`src/rtl/fetch_unit.sv`:
```
// Instruction fetch unit: fetch/decode/issue FSM with JMP, BSR and RTS handled locally.
// Optional FETCH_STACK_CHECK_EN traps return-stack over/underflow into a sticky FAULT state.
module fetch_unit #(
  parameter int RAM_WIDTH   = 22,
  parameter int ADDR_SIZE   = 11,
  parameter int STACK_DEPTH = 8
) (
  input  logic                 clk,
  input  logic                 rst,
  input  logic                 en,
  output logic [ADDR_SIZE-1:0] ram_addr,
  output logic                 ram_rd_enb,
  input  logic [RAM_WIDTH-1:0] ram_data,
  output logic [RAM_WIDTH-1:0] instr,
  output logic                 instr_valid,
  input  logic                 instr_ready,
  output logic [9:0]           instr_pc,
  output logic                 fault
);

  localparam int SP_W  = $clog2(STACK_DEPTH + 1);
  localparam int IDX_W = (STACK_DEPTH > 1) ? $clog2(STACK_DEPTH) : 1;

  localparam logic [SP_W-1:0] SP_LAST = SP_W'(STACK_DEPTH - 1);
`ifdef FETCH_STACK_CHECK_EN
  localparam logic [SP_W-1:0] SP_FULL = SP_W'(STACK_DEPTH);
`endif

  localparam logic [3:0] OP_SYS  = 4'b0000;
  localparam logic [3:0] OP_BSR  = 4'b0111;
  localparam logic [3:0] OP_JMP  = 4'b1000;
  localparam logic [2:0] SUB_RTS = 3'b011;

  typedef enum logic [1:0] {
    FETCH,
    DECODE,
    ISSUE,
    FAULT
  } state_e;

  state_e                 state_q, state_d;
  logic [9:0]             pc_q, pc_d;
  logic [SP_W-1:0]        sp_q, sp_d;
  logic [RAM_WIDTH-1:0]   instr_q, instr_d;
  logic [9:0]             instr_pc_q, instr_pc_d;
  logic                   instr_valid_q, instr_valid_d;
  logic [9:0]             stack_q [STACK_DEPTH];

  logic                   push_en;
  logic [IDX_W-1:0]       push_idx;
  logic [IDX_W-1:0]       pop_idx;
  logic [SP_W-1:0]        sp_inc;
  logic [SP_W-1:0]        sp_dec;
  logic [3:0]             opcode;
  logic [9:0]             field;
  logic [2:0]             sub;
  logic [9:0]             pc_inc;
  logic [9:0]             pc_rel;
  logic                   is_rts;

`ifdef FETCH_STACK_CHECK_EN
  logic                   fault_q, fault_d;
`endif

  assign opcode = ram_data[21:18];
  assign field  = ram_data[17:8];
  assign sub    = ram_data[17:15];
  assign is_rts = (opcode == OP_SYS) && (sub == SUB_RTS);

  // 10-bit adders give the mod-1024 wrap for free.
  assign pc_inc = pc_q + 10'd1;
  assign pc_rel = pc_q + field;

`ifdef FETCH_STACK_CHECK_EN
  assign sp_inc = sp_q + 1'b1;
  assign sp_dec = sp_q - 1'b1;
`else
  assign sp_inc = (sp_q == SP_LAST) ? '0 : sp_q + 1'b1;
  assign sp_dec = (sp_q == '0) ? SP_LAST : sp_q - 1'b1;
`endif

  assign push_idx = sp_q[IDX_W-1:0];
  assign pop_idx  = sp_dec[IDX_W-1:0];

  // The read strobe must be asserted in the same cycle as the FETCH decision,
  // so it is decoded from state and en rather than registered.
  assign ram_rd_enb = (state_q == FETCH) && en && !rst;
  assign ram_addr   = ram_rd_enb ? ADDR_SIZE'(pc_q) : '0;

  assign instr       = instr_q;
  assign instr_pc    = instr_pc_q;
  assign instr_valid = instr_valid_q;

`ifdef FETCH_STACK_CHECK_EN
  assign fault = fault_q;
`else
  assign fault = 1'b0;
`endif

  always_comb begin
    // NOTE: every signal gets a default first so no path leaves it unassigned,
    // which would otherwise infer a latch.
    state_d       = state_q;
    pc_d          = pc_q;
    sp_d          = sp_q;
    instr_d       = instr_q;
    instr_pc_d    = instr_pc_q;
    instr_valid_d = instr_valid_q;
    push_en       = 1'b0;
`ifdef FETCH_STACK_CHECK_EN
    fault_d       = fault_q;
`endif

    unique case (state_q)
      FETCH: begin
        if (en) state_d = DECODE;
      end

      DECODE: begin
        if (opcode == OP_JMP) begin
          pc_d    = field;
          state_d = FETCH;
        end else if (opcode == OP_BSR) begin
`ifdef FETCH_STACK_CHECK_EN
          if (sp_q == SP_FULL) begin
            fault_d = 1'b1;
            state_d = FAULT;
          end else begin
            push_en = 1'b1;
            sp_d    = sp_inc;
            pc_d    = pc_rel;
            state_d = FETCH;
          end
`else
          push_en = 1'b1;
          sp_d    = sp_inc;
          pc_d    = pc_rel;
          state_d = FETCH;
`endif
        end else if (is_rts) begin
`ifdef FETCH_STACK_CHECK_EN
          if (sp_q == '0) begin
            fault_d = 1'b1;
            state_d = FAULT;
          end else begin
            sp_d    = sp_dec;
            pc_d    = stack_q[pop_idx];
            state_d = FETCH;
          end
`else
          sp_d    = sp_dec;
          pc_d    = stack_q[pop_idx];
          state_d = FETCH;
`endif
        end else begin
          instr_d       = ram_data;
          instr_pc_d    = pc_q;
          pc_d          = pc_inc;
          instr_valid_d = 1'b1;
          state_d       = ISSUE;
        end
      end

      ISSUE: begin
        if (instr_ready) begin
          instr_valid_d = 1'b0;
          state_d       = FETCH;
        end
      end

      FAULT: begin
        state_d = FAULT;
      end
    endcase
  end

  always_ff @(posedge clk) begin
    // NOTE: sequential state uses non-blocking assignments so every flop
    // samples the pre-edge values regardless of statement order.
    if (rst) begin
      state_q       <= FETCH;
      pc_q          <= '0;
      sp_q          <= '0;
      instr_q       <= '0;
      instr_pc_q    <= '0;
      instr_valid_q <= 1'b0;
`ifdef FETCH_STACK_CHECK_EN
      fault_q       <= 1'b0;
`endif
    end else begin
      state_q       <= state_d;
      pc_q          <= pc_d;
      sp_q          <= sp_d;
      instr_q       <= instr_d;
      instr_pc_q    <= instr_pc_d;
      instr_valid_q <= instr_valid_d;
`ifdef FETCH_STACK_CHECK_EN
      fault_q       <= fault_d;
`endif
    end
  end

  // NOTE: the return stack is deliberately not reset; sp alone defines which
  // entries are meaningful, and leaving the array resetless lets it map to RAM.
  always_ff @(posedge clk) begin
    if (push_en) stack_q[push_idx] <= pc_inc;
  end

endmodule

```
`config.mk`:
```
export PLATFORM = sky130hd
export DESIGN_NAME = fetch_unit
export DESIGN_NICKNAME = d
export VERILOG_FILES = /design/src/rtl/fetch_unit.sv
export SDC_FILE = /design/constraint.sdc
export NUM_CORES = 1
export LEC_CHECK = 0
export ABC_AREA = 1
export ABC_CLOCK_PERIOD_IN_PS = 6600
export CAP_MARGIN = 20
export CORE_ASPECT_RATIO = 0.8
export CORE_MARGIN = 1.5
export CORE_UTILIZATION = 55
export DETAILED_ROUTE_END_ITERATION = 7
export PLACE_DENSITY = 0.78
export SETUP_SLACK_MARGIN = 0.2
export SLEW_MARGIN = 10
export SYNTH_ARGS = -nofsm -noshare
export SYNTH_HDL_FRONTEND = slang
export SYNTH_SLANG_ARGS = --single-unit
```
`constraint.sdc`:
```
create_clock -name clk -period 6.6 [get_ports clk]
set_input_delay 1.32 -clock clk [delete_from_list [all_inputs] [get_ports clk]]
set_output_delay 1.32 -clock clk [all_outputs]
set_load 0.01 [all_outputs]
```
==> results of run 1 <==
[synth_stat cells]
cell type / count
nand2_1: 138
edfxtp_1: 80
inv_1: 77
nand3_1: 74
nor2_1: 67
o21ai_0: 50
dfxtp_1: 49
a21oi_1: 47
ha_1: 16
o211ai_1: 14
buf_2: 13
clkbuf_1: 12
o21ai_1: 10
nand3b_1: 9
inv_2: 8
buf_6: 7
nor3_1: 7
xor2_1: 7
buf_4: 4
nor2_2: 4
or2_2: 4
xnor2_1: 3
nand3_2: 2
nand4_1: 2
a211oi_1: 1
a21o_1: 1
a221oi_1: 1
a22oi_1: 1
a31oi_1: 1
and2_1: 1
conb_1: 1
fa_1: 1
nand2_2: 1
nand2_4: 1
nand2_8: 1
nand4_4: 1
nor2_4: 1
nor2_8: 1
o21a_1: 1
o22ai_1: 1
[layout by cell type, fill, tap and decap left out, drive strengths merged, types with 3 or more instances in the layout]
cell type	n
a21oi	47
buf	6
bufinv	3
clkbuf	18
clkdlybuf4s50	69
clkinv	7
clkinvlp	3
dfxtp	49
edfxtp	80
ha	16
inv	86
nand2	141
nand3	76
nand3b	9
nand4	3
nor2	73
nor3	7
o211ai	14
o21ai	60
or2	4
xnor2	3
xor2	7
[metrics by stage]
| step | hold slack, ns | area [um^2] | util |
|---|---|---|---|
| final | 0.482 | 7670 | 0.694 |
| after global placement | 0.454 | 7040 | 0.636 |
| after detailed placement | 0.463 | 7040 | 0.636 |
| after CTS | 0.488 | 7630 | 0.690 |
| after floorplan | 0.478 | 6350 | - |
| after global routing | 0.510 | 7670 | 0.694 |
[per-layer routing]
layer / GRT usage / vias to the layer above
met2: 0.401 / 280
met3: 0.0741 / 23
met5: 0 / -
li1: - / 2519
met4: 0.0822 / 0
met1: 0.408 / 2477
[state kept, by name, indices dropped and copies added (netlist names)]
register     cells
instr           22
pc_q            10
state_q          2
sp_q             4
instr_valid      1
instr_pc        10
stack_q         80
[final cells by class]
cell class / instances / area (um^2)
Timing Repair Buffer: 75 / 747
Clock inverter: 14 / 164
Sequential cell: 129 / 3380
Inverter: 85 / 319
Tap cell: 144 / 180
Clock buffer: 18 / 429
Multi-Input combinational cell: 471 / 2450
Fill cell: 811 / 3390
[cells by family after synthesis]
logic type | after synthesis | synth area share
DFF | 129 | 0.533
xor gates and xnor gates | 10 | 0.0138
and+or+nand+nor | 314 | 0.224
buffers and inverters | 121 | 0.0848
AOI/OAI and AO/OA | 128 | 0.109
adders and majority gates | 17 | 0.0347
other | 1 | 0.000591
[worst min-delay path by stage]
stage	to	startpoint	slack, ns
global placement	instr_valid$_SDFFE_PP0P_	instr_valid$_SDFFE_PP0P_	0.45
CTS	instr[2]$_SDFFE_PP0P_	instr[2]$_SDFFE_PP0P_	0.49
finish	instr[2]$_SDFFE_PP0P_	instr[2]$_SDFFE_PP0P_	0.48
floorplan	state_q[1]$_SDFFE_PP0P_	state_q[1]$_SDFFE_PP0P_	0.48
global route	instr[19]$_SDFFE_PP0P_	instr[19]$_SDFFE_PP0P_	0.51
detailed placement	instr_valid$_SDFFE_PP0P_	instr_valid$_SDFFE_PP0P_	0.46
[worst max-delay path, delay by kind of cell]
kind	cells	cell delay (ns)
and+or+nand+nor	2	0.46
buffers and inverters	3	1.41
[power groups by stage]
stage                     Combinational [mW]  Clock, mW  Sequential (mW)
final                                  0.364      0.940            0.952
after global routing                   0.403      0.985            0.956
after CTS                              0.362      0.947            0.950
after detailed placement               0.359          0            0.966
after global placement                 0.350          0            0.963
after floorplan                        0.206          0            0.973
==> metrics.md, run 1 <==
| Metric | Value |
|---|---|
| Status | completed |
| Via-to-Cell Ratio | 5.66 |
| Setup tns final | 0 ns |
| DRC | 0 |
| Number of global-route vias before repair | 4925 |
| Gpl congestion | 0.913 |
| Pint | 1.66 mW |
| Critical path class | in -> out |
| Via count | 5299 |
| Max Slew Vio Count | 0 |
| Cells along the critical path | clkdlybuf4s50_1 > inv_1 > nand3_1 > nor2_1 > clkdlybuf4s50_1 |
| Root Driver | clkbuf_16 |
| Setup WS post-layout | 2.07 ns |
| Total power | 2.26 mW |
| Reg2reg setup slack | 3.34 ns |
| Drt first pass iters | 5 |
| Maximum clock path buffer count | 2 |
| Initial Utilization | 0.574 |
| Die area | 12200 um^2 |
| Unique masters post-synth | 40 |
| Final min period | 4.53 ns |
| CP Launch Point | rst |
| Sw frac | 0.266 |
| DR WL/cell | 17.2 um |
| Max Fclk | 0.221 GHz |
| DR top layer | met4 |
| Post-synth top area share | 0.379 |
| Yosys top cell by area | edfxtp_1 |
| ANT nets after route | 0 |
| Tcrit/Tclk final | 0.686 |
| Post-Route M1 WL | 7080 um |
| Critical path endpoint | ram_addr[6] |
| # IOs | 72 |
| Cts bufs inserted | 17 |
| Hold Crit Depth | 2 |
| CTS tree | done |
| Gr ovfl total | 0 |
| Sequential share of power | 0.422 |
| Die H | 99.1 um |
| Final nets | 822 |
| PostCTS Resize Cnt | 0 |
| DR iter-0 viols | 689 |
| Area growth syn-to-layout | 20.9% |
| Worst Setup End Kind | output port |
| Post-Synthesis Cells | 720 |
| Register area share after synthesis | 0.533 |
| Routed WL | 16100 um |
| Critical Path RT | 5.28 ns |
| Avg Inst Size Synth | 8.81 um^2 |
| Worst slew margin | 0.249 |
| Clk sinks | 129 |
| Placed cells | 900 |
| Hold-fix buffers, CTS | 0 |
| Sw power | 0.601 mW |
| Clk_lat worst skew | 0.42 ns |
| Critical Path Source Type | primary input |
| First-pass GRT wire length | 25500 um |
| Worst endpoint data arrival time | 3.21 ns |
| Met2 wire len | 7150 um |
| Post-DP HPWL | 10400 um |
| Port bufs | 69 |
| Measured slew at the worst slew-check pin | 1.12 ns |
| Max incr delay on CP | 0.69 ns |
| Antenna cells | 0 |
| Wire length on met3 | 1610 um |
| R2r endpoint | pc_q[6]$_SDFFE_PP0P_ |
| Num rows | 34 |
| Synthesized area | 6350 um^2 |
| Lkg Pwr | 3.10 nW |
| Peak fanout along the critical path | 12 |
| Core ar. | 11100 um^2 |
| Unrepaired setup endpoints after global routing | false |
| Non-filler instance count after layout | 936 |
| Crit-path most repeated cell | clkdlybuf4s50_1 |
| Warnings, synthesis | 0 |
| Slowest-stage cell, CP | clkdlybuf4s50_1 |
| Clock skew | 0.00790 ns |
| # H-tree levels | 4 |
| Initial antenna violation count | 0 |
| Pin count of the biggest net entering global routing | 63 |
| #FFs+latches synth | 129 |
| Synth area leaders | edfxtp_1 (38%), dfxtp_1 (15%), nand2_1 (8.2%), nand3_1 (5.8%), inv_1 (4.6%) |
| Post-place setup slack | 2.11 ns |
| Combinational share of power | 0.161 |
| Worst flop-to-flop path startpoint | sp_q[0]$_SDFFE_PP0P_ |
| Maximum VDD drop | 0.205 mV |
| Die span in x | 123 um |
| Post-CTS Setup Inserts | 0 |
| Register-to-Register Path Depth | 10 |
| Gr usage total | 0.277 |
| Max-Cap Viols | 0 |
| Share of layout cells above drive strength 1 | 0.0795 |
| PD cells | 294 nW/um^2 |
| Clock transition at path regs | 0.06 ns |
| Endpoints failing hold | 0 |
| Clock power frac | 0.417 |
| Final setup fails | 0 |
| Hold Crit Class | reg -> reg |
Note: power is estimated with default switching activity, not from simulation.
==> run 2: changes to the inputs <==
--- a/config.mk
+++ b/config.mk
@@ -6,7 +6,7 @@
 export NUM_CORES = 1
 export LEC_CHECK = 0
 export ABC_AREA = 1
-export ABC_CLOCK_PERIOD_IN_PS = 6600
+export ABC_CLOCK_PERIOD_IN_PS = 4700
 export CAP_MARGIN = 20
 export CORE_ASPECT_RATIO = 0.8
 export CORE_MARGIN = 1.5
==> constraint.sdc (replaced) <==
create_clock -name clk -period 4.7 [get_ports clk]
set_input_delay 0.94 -clock clk [delete_from_list [all_inputs] [get_ports clk]]
set_output_delay 0.94 -clock clk [all_outputs]
set_load 0.01 [all_outputs]
==> run 2 against run 1 <==
Compared with the run above: clock-buffer cell count grew 6; final cell count grew 0.32%; utilization shrank 0.24 points; critical path depth is the same; sequential cell count is the same.
==> metrics.md, run 2 (synthesis gave the netlist of run 1 again) <==
| Metric | Value |
|---|---|
| Post-DP HPWL | 11000 um |
| Peak fanout along the critical path | 12 |
| Final setup fails | 0 |
| Status | completed |
| Cts bufs inserted | 17 |
| Final nets | 825 |
| First-pass GRT wire length | 25900 um |
| # IOs | 72 |
| Tcrit/Tclk final | 0.814 |
| Total power | 3.13 mW |
| Most flop-heavy register | stack_q |
| Worst slew margin | 0.267 |
| Routed WL | 16400 um |
| Gr usage total | 0.283 |
| Via-to-Cell Ratio | 5.58 |
| R2r endpoint | pc_q[6]$_SDFFE_PP0P_ |
| Number of global-route vias before repair | 5013 |
| Max Fclk | 0.262 GHz |
| Die H | 99.1 um |
| Most common cell after layout, fill and taps aside | nand2_1 |
| Critical path class | in -> out |
| Max Slew Vio Count | 0 |
| DR iter-0 viols | 575 |
| Lkg Pwr | 3.11 nW |
| Number of flip-flops in the largest register | 80 |
| Setup tns final | 0 ns |
| Reg2reg setup slack | 1.62 ns |
| Measured slew at the worst slew-check pin | 1.10 ns |
| Core ar. | 11100 um^2 |
| Antenna cells | 0 |
| DR WL/cell | 17.5 um |
| Share of layout cells above drive strength 1 | 0.0792 |
| Worst Setup End Kind | output port |
| CTS tree | done |
| Port bufs | 69 |
| Hold Crit Class | reg -> reg |
| Clock skew | 0.00813 ns |
| Worst flop-to-flop path startpoint | sp_q[0]$_SDFFE_PP0P_ |
| Gr ovfl total | 0 |
| Die span in x | 123 um |
| Root Driver | clkbuf_16 |
| Critical Path RT | 3.76 ns |
| CP Launch Point | rst |
| ANT nets after route | 0 |
| Hold path start | instr_valid$_SDFFE_PP0P_ |
| Most frequent cells in the layout | nand2_1 (138), edfxtp_1 (80), inv_1 (77), nand3_1 (74), clkdlybuf4s50_1 (69) |
| Final min period | 3.82 ns |
| Fillers | 873 |
| Endpoints failing hold | 0 |
| Initial antenna violation count | 0 |
| Num rows | 34 |
| # H-tree levels | 4 |
| PD cells | 409 nW/um^2 |
| Hold-fix buffers, CTS | 0 |
| Die area | 12200 um^2 |
| Initial Utilization | 0.574 |
| Gpl congestion | 0.907 |
| DP Area | 7070 um^2 |
| Via count | 5235 |
| Clk_lat worst skew | 0.41 ns |
| Hold Crit Depth | 2 |
| Critical Path Source Type | primary input |
| Worst hold endpoint | instr_valid$_SDFFE_PP0P_ |
| Clock transition at path regs | 0.06 ns |
| Pin count of the biggest net entering global routing | 63 |
| Maximum clock path buffer count | 2 |
| Register-to-Register Path Depth | 10 |
| Drt first pass iters | 8 |
| Final hold slack | 0.475 ns |
| Maximum VDD drop | 0.241 mV |
| Unrepaired setup endpoints after global routing | false |
| Clk sinks | 129 |
| PostCTS Resize Cnt | 0 |
| Max-Cap Viols | 0 |
| Fin util | 0.691 |
| DRC | 0 |
| Post-CTS Setup Inserts | 0 |
| Fin area | 7650 um^2 |
| Worst endpoint data arrival time | 2.88 ns |
| Area growth syn-to-layout | 20.5% |
-- run 2: changes by cell type in the layout (fill, tap and decap cells not counted), moves of 3 or more --
cell / delta
buf_6: -3
clkinv_1: -3
buf_4: +6
nor3_2: -4
nor3_1: +4
-- run 2: cell type report --
class / count / area [um^2] / share of cell area
inverter: 85 / 319 / 0.0417
sequential: 129 / 3380 / 0.442
timing repair buffer: 78 / 758 / 0.0991
tap: 144 / 180 / 0.0236
multi-input combinational: 471 / 2430 / 0.318
clock buffer: 24 / 500 / 0.0654
clock inverter: 8 / 77.6 / 0.0101
-- run 2: worst max-delay path, stage by stage --
cell and delay, ns:
clkdlybuf4s50_1 0.71, inv_1 0.18, nand3_1 0.28, nor2_1 0.21, clkdlybuf4s50_1 0.57
-- run 2: worst max path at each step --
stage	slack [ns]	end
after CTS	0.88	ram_addr[3]
after global placement	0.98	ram_addr[2]
after floorplan	2.05	ram_addr[0]
final	0.88	ram_addr[3]
after detailed placement	0.90	ram_addr[3]
after global routing	0.76	ram_addr[3]
-- run 2: layer usage --
metal | vias to the layer above | track usage | share of wire
li1 | 2537 | - | -
met1 | 2406 | 0.409 | 0.44
met2 | 263 | 0.429 | 0.45
met3 | 29 | 0.0567 | 0.095
met4 | 0 | 0.0946 | 0.018
met5 | - | 0 | 0
-- run 2: per-stage QoR --
step	setup WS, ns	cells
floorplan	2.05	721
global route	0.757	939
CTS	0.881	939
finish	0.876	939
global placement	0.979	907
detailed placement	0.897	907
-- run 2: report_power, final --
| part | total [mW] | internal [mW] | switching (mW) |
|---|---|---|---|
| Sequential | 1.34 | 1.28 | 0.0521 |
| Combinational | 0.518 | 0.211 | 0.307 |
| Clock | 1.28 | 0.798 | 0.478 |
| Total | 3.13 | 2.29 | 0.838 |
